## config.mk

```make
export PLATFORM = sky130hd
export DESIGN_NAME = alu_arbiter
export DESIGN_NICKNAME = d
export VERILOG_FILES = /design/src/rtl/alu_arbiter_pkg.sv /design/src/rtl/alu_arbiter_rr.sv /design/src/rtl/alu_arbiter.sv
export SDC_FILE = /design/constraint.sdc
export NUM_CORES = 1
export LEC_CHECK = 0
export CAP_MARGIN = 10
export CORE_MARGIN = 3
export CORE_UTILIZATION = 44
export CTS_CLUSTER_DIAMETER = 150
export DETAILED_ROUTE_END_ITERATION = 8
export PLACE_DENSITY = 0.92
export SLEW_MARGIN = 20
export SYNTH_ARGS = -nofsm -noshare
export SYNTH_HDL_FRONTEND = slang
export SYNTH_SLANG_ARGS = --single-unit
```

## constraint.sdc

```tcl
create_clock -name clk -period 2.65 [get_ports clk]
set_input_delay 0.795 -clock clk [delete_from_list [all_inputs] [get_ports clk]]
set_output_delay 0.795 -clock clk [all_outputs]
set_load 0.02 [all_outputs]
```

## src/rtl/alu_arbiter_pkg.sv

```systemverilog
// ============================================================================
// Module   : alu_arbiter_pkg
// Purpose  : Shared op codes, FSM state encoding and defaults for alu_arbiter.
// Revision : 1.0 - initial release
// ============================================================================
`default_nettype none

package alu_arbiter_pkg;

    localparam logic [1:0] c_op_add = 2'b00;
    localparam logic [1:0] c_op_sub = 2'b01;
    localparam logic [1:0] c_op_mul = 2'b10;
    localparam logic [1:0] c_op_div = 2'b11;

    typedef logic [1:0] state_t;

    localparam state_t c_st_idle  = 2'd0;
    localparam state_t c_st_issue = 2'd1;
    localparam state_t c_st_wait  = 2'd2;
    localparam state_t c_st_resp  = 2'd3;

    localparam int c_default_timeout = 63;

    typedef struct packed {
        logic [1:0] op;
        logic [7:0] a;
        logic [7:0] b;
    } alu_cmd_t;

endpackage

`default_nettype wire

```

## src/rtl/alu_arbiter_rr.sv

```systemverilog
// ============================================================================
// Module   : rr_arbiter2
// Purpose  : Two-way round-robin grant; ptr selects the preferred requester.
// Revision : 1.0 - initial release
// ============================================================================
`default_nettype none

module rr_arbiter2 (
    input  logic [1:0] req,
    input  logic       ptr,
    output logic [1:0] gnt
);

    // Under contention the requester named by ptr wins; a lone request always wins.
    assign gnt[0] = req[0] & (~ptr | ~req[1]);
    assign gnt[1] = req[1] & ( ptr | ~req[0]);

endmodule

`default_nettype wire

```

## src/rtl/alu_arbiter.sv

```systemverilog
// ============================================================================
// Module   : alu_arbiter
// Purpose  : Arbitrates two requesters onto one multi-cycle ALU with timeout.
// Revision : 1.0 - initial release
// ============================================================================
`default_nettype none

module alu_arbiter
    import alu_arbiter_pkg::*;
#(
    parameter int TIMEOUT = c_default_timeout
) (
    input  logic        clk,
    input  logic        reset,
    input  logic        req0,
    input  logic        req1,
    input  logic [1:0]  op0,
    input  logic [1:0]  op1,
    input  logic [7:0]  a0,
    input  logic [7:0]  b0,
    input  logic [7:0]  a1,
    input  logic [7:0]  b1,
    output logic        ack0,
    output logic        ack1,
    output logic        alu_start,
    output logic [1:0]  alu_op,
    output logic [7:0]  alu_a,
    output logic [7:0]  alu_b,
    output logic        alu_reset,
    input  logic        alu_done,
    input  logic [15:0] alu_result,
    output logic        rsp_valid,
    output logic        rsp_id,
    output logic        rsp_err,
    output logic [15:0] rsp_result,
    output logic        busy
);

    localparam logic [7:0] c_cnt_last = 8'(TIMEOUT - 1);

    state_t      r_state;
    logic        r_rr_ptr;
    logic [7:0]  r_cnt;
    alu_cmd_t    r_cmd;
    logic        r_gnt_id;
    logic        r_err;
    logic [15:0] r_result;

    logic [1:0]  w_gnt;
    logic        w_idle;
    logic        w_drive;
    logic        w_resp;

    rr_arbiter2 u_rr (
        .req (({req1, req0})),
        .ptr (r_rr_ptr),
        .gnt (w_gnt)
    );

    always_ff @(posedge clk) begin
        if (reset) begin
            r_state  <= c_st_idle;
            r_rr_ptr <= 1'b0;
            r_cnt    <= 8'd0;
            r_cmd    <= '0;
            r_gnt_id <= 1'b0;
            r_err    <= 1'b0;
            r_result <= 16'd0;
        end else begin
            case (r_state)
                c_st_idle: begin
                    if (|w_gnt) begin
                        r_gnt_id <= w_gnt[1];
                        r_cmd    <= w_gnt[1] ? alu_cmd_t'{op1, a1, b1}
                                             : alu_cmd_t'{op0, a0, b0};
                        r_err    <= 1'b0;
                        r_result <= 16'd0;
                        r_state  <= c_st_issue;
                    end
                end
                c_st_issue: begin
                    r_cnt   <= 8'd0;
                    r_state <= c_st_wait;
                end
                c_st_wait: begin
                    // A completion on the final wait cycle beats the timeout.
                    if (alu_done) begin
                        r_result <= alu_result;
                        r_err    <= 1'b0;
                        r_state  <= c_st_resp;
                    end else if (r_cnt == c_cnt_last) begin
                        r_result <= 16'd0;
                        r_err    <= 1'b1;
                        r_state  <= c_st_resp;
                    end else begin
                        r_cnt <= r_cnt + 8'd1;
                    end
                end
                c_st_resp: begin
                    r_rr_ptr <= ~r_gnt_id;
                    r_state  <= c_st_idle;
                end
                default: r_state <= c_st_idle;
            endcase
        end
    end

    assign w_idle  = (r_state == c_st_idle);
    assign w_drive = (r_state == c_st_issue) || (r_state == c_st_wait);
    assign w_resp  = (r_state == c_st_resp);

    // The ack is issued in the grant cycle itself, so it follows req combinationally.
    assign ack0 = w_idle & ~reset & w_gnt[0];
    assign ack1 = w_idle & ~reset & w_gnt[1];

    assign alu_start  = (r_state == c_st_issue);
    assign alu_op     = w_drive ? r_cmd.op : 2'd0;
    assign alu_a      = w_drive ? r_cmd.a  : 8'd0;
    assign alu_b      = w_drive ? r_cmd.b  : 8'd0;
    assign alu_reset  = w_resp & r_err;
    assign rsp_valid  = w_resp;
    assign rsp_id     = w_resp & r_gnt_id;
    assign rsp_err    = w_resp & r_err;
    assign rsp_result = w_resp ? r_result : 16'd0;
    assign busy       = ~w_idle;

endmodule

`default_nettype wire

```

==> impl_metrics.yaml <==
cells_and_area:
  nets: 449
  fillCellCount: 448
  diodes: 0
  area_growth_pct: 46.9
  drive_above_1_share_pct: 11.4
worst_hold_path:
  whs_path_depth: 2
  hold_path.startpoint: "r_result[8]$_SDFFE_PP0P_"
  min_path_type: "register to register"
  holdPathEnd: "r_result[8]$_SDFFE_PP0P_"
place:
  place_congestion: 0.868
  place_ws_ns: -0.456
  dpl.hpwl_um: 4650
  io_buffers: 98
sta:
  clock.fmax_ghz: 0.390
  slew_headroom_pct: 37.9
  rsz0062_at_grt: "no"
  setup_viol: 0
  skew_ns: 0.00563
  period_needed_ns: 2.57
  layout_setup_ws_ns: 0.0846
  tns_ns: 0
  drv_slew: 0
  min_period_over_period_pct: 96.8
  worst_slew_pin_slew_ns: 0.927
  hold_viol: 0
yosys:
  netlist_instances: 288
  yosys_register_bits: 47
  synth_cell_type_count: 43
  ys.flop_type: "dfxtp_1"
  synth_edf_count: 0
  syn-num-nets: 352
  netlist_area_um2: 2500
  yosys.area.top_type_share_pct: 37.6
  avgSynthCellArea_um2: 8.70
  synth_warnings: 0
  synth.most_common_cell: "dfxtp_1"
  synth_area_leader_cell: "dfxtp_1"
  ys_top_cells_by_count: "47 x dfxtp_1, 36 x and2_1, 28 x nor2_1, 23 x nand2b_1, 21 x nand2_1"
  synth.area.top_cells: "dfxtp_1 38%, and2_1 9.0%, mux2i_1 8.0%"
  synth-async-reset-ratio_pct: 0
  ys_seq_area_share_pct: 37.6
critical_path:
  r2r_end: "r_result[8]$_SDFFE_PP0P_"
  worstPathRequired_ns: 1.86
  worstSetupStartpointType: "register"
  crit_start: "r_state[1]$_SDFFE_PP0P_"
  cp-end-kind: "primary output"
  crit_fanout: 4
  r2r_setup_slack_ns: 0.59
  reg2regPathDepth: 6
  worstPathArrival_ns: 1.77
  crit_type: "register to primary output"
  r2r_start: "r_state[0]$_SDFFE_PP0P_"
grt:
  gr-total-overflow: 0
  grt_max_degree: 48
  grt_usage_pct: 19.2
  antenna_found_initial: 0
  first_global_vias: 2264
  grt_pass1_wl_um: 10100
die:
  core_area_um2: 5300
  rows: 26
  fp.dieArea_um2: 6630
  start_util_pct: 47.2
  die_x_um: 81.5
  ios: 99
  dieHeight_um: 81.5
clocking:
  cts_buffer_depth: 2
  cts_max_level: 2
  insertion_delay_ns: 0.29
  cts-root-buf: "clkbuf_8"
  cts_tree: "yes"
  post_cts_buffers: 0
  path_clk_slew_ns: 0.08
  cts_sinks: 47
  cts_buffers: 5
  hold_buffers: 0
outcome:
  outcome: "finished, final reports clean"
drt:
  detail_route.wl_per_cell_um: 13.4
  vias: 2291
  ant_nets: 0
  routed_wl_um: 6110
  drtPass1Iterations: 4
  via_per_inst: 5.02
  drt_iter0_markers: 118
  drcViolationCount: 0
power_and_ir_drop:
  leakage_nw: 1.63
  powerDensity_nw_per_um2: 765
  peakVddDrop_mv: 0.484
job:
  maxCapViolations: 0
==> timing repair <==
| action | CTS | global route |
|---|---|---|
| hold endpoints to repair | 0 | 0 |
| endpoints found under the setup margin | 37 | 6 |
| resized for setup | 45 | 7 |
| gates cloned | 0 | 0 |
==> power breakdown <==
part | total [W] | internal [W] | switching (W) | leakage (nW)
Combinational | 0.00137 | 0.000581 | 0.000793 | 1.18
Clock | 0.000534 | 0.000305 | 0.000229 | 0.0612
Sequential | 0.000906 | 0.000838 | 0.0000686 | 0.384
Total | 0.00281 | 0.00172 | 0.00109 | 1.63
==> state kept, by name (all words and copies together), names as in the netlist <==
register / count
r_rr_ptr: 1
r_state: 2
r_result: 16
r_err: 1
r_gnt_id: 1
r_cnt: 8
r_cmd: 18
==> stage by stage <==
| step | hold slack [ns] | utilization, % | cells | area [um2] | power, W |
|---|---|---|---|---|---|
| floorplan | 0.445 | - | 288 | 2500 | 0.00179 |
| global placement | 0.456 | 67.6 | 448 | 3580 | 0.00233 |
| detailed placement | 0.461 | 67.6 | 448 | 3580 | 0.00236 |
| CTS | 0.477 | 69.1 | 456 | 3660 | 0.00284 |
| global route | 0.493 | 69.4 | 456 | 3680 | 0.00304 |
| finish | 0.475 | 69.4 | 456 | 3680 | 0.00281 |
==> layout by cell type (no fill, tap or decap), drive strengths merged, types with 2 or more instances in the layout <==
master	count
mux2i	20
dfxtp	47
o21ai	21
nor2	29
nor3	3
and2	36
dlymetal6s2s	3
clkbuf	6
buf	12
nand2	21
a211oi	20
a21o	2
and4bb	2
dlygate4sd2	30
nand2b	23
inv	7
ha	7
clkdlybuf4s50	60
o2bb2ai	2
nor3b	2
a21oi	7
clkdlybuf4s15	3
o21a	2
nand3	6
==> layout make-up <==
class,count,area (um2),area share (%)
timing repair buffer,108,1040,28.4
multi-input combinational,216,1460,39.8
clock buffer,6,82.6,2.24
inverter,7,26.3,0.714
sequential,47,941,25.6
clock inverter,2,35.0,0.952
tap,70,87.6,2.38
==> routing by layer <==
| layer | up-vias | global-route usage (%) | routed length, um |
|---|---|---|---|
| met5 | - | 0 | 0 |
| met4 | 0 | 5.74 | 65 |
| met3 | 9 | 5.48 | 458 |
| met2 | 76 | 33.4 | 3050 |
| met1 | 1031 | 22.8 | 2540 |
| li1 | 1175 | - | - |
==> worst max-delay path: stages (launching register included) <==
cell and delay [ns]:
dfxtp_1 0.39, ha_2 0.25, buf_4 0.13, and2_1 0.12, clkdlybuf4s50_1 0.59
==> worst max path at each step <==
stage | cells after the start | endpoint | slack [ns]
floorplan | 3 | ack0 | 0.17
global placement | 4 | ack0 | -0.46
detailed placement | 4 | ack0 | -0.46
CTS | 4 | alu_reset | 0.02
global route | 4 | rsp_result[2] | 0.0006
finish | 4 | rsp_result[2] | 0.08
==> cell families (layout without fill, tap and decap cells) <==
group / Yosys count / in the layout / share of synthesized area [%]
AO/OA/AOI/OAI: 58 / 58 / 16.5
XOR/XNOR: 1 / 1 / 0.350
adder cells (fa/ha/maj): 7 / 7 / 3.50
buffers and inverters: 25 / 123 / 4.75
flip-flops: 47 / 47 / 37.6
multiplexers: 20 / 20 / 7.99
AND/OR/NAND/NOR: 130 / 130 / 29.3
No activity file was read; power rests on OpenSTA's default activity.
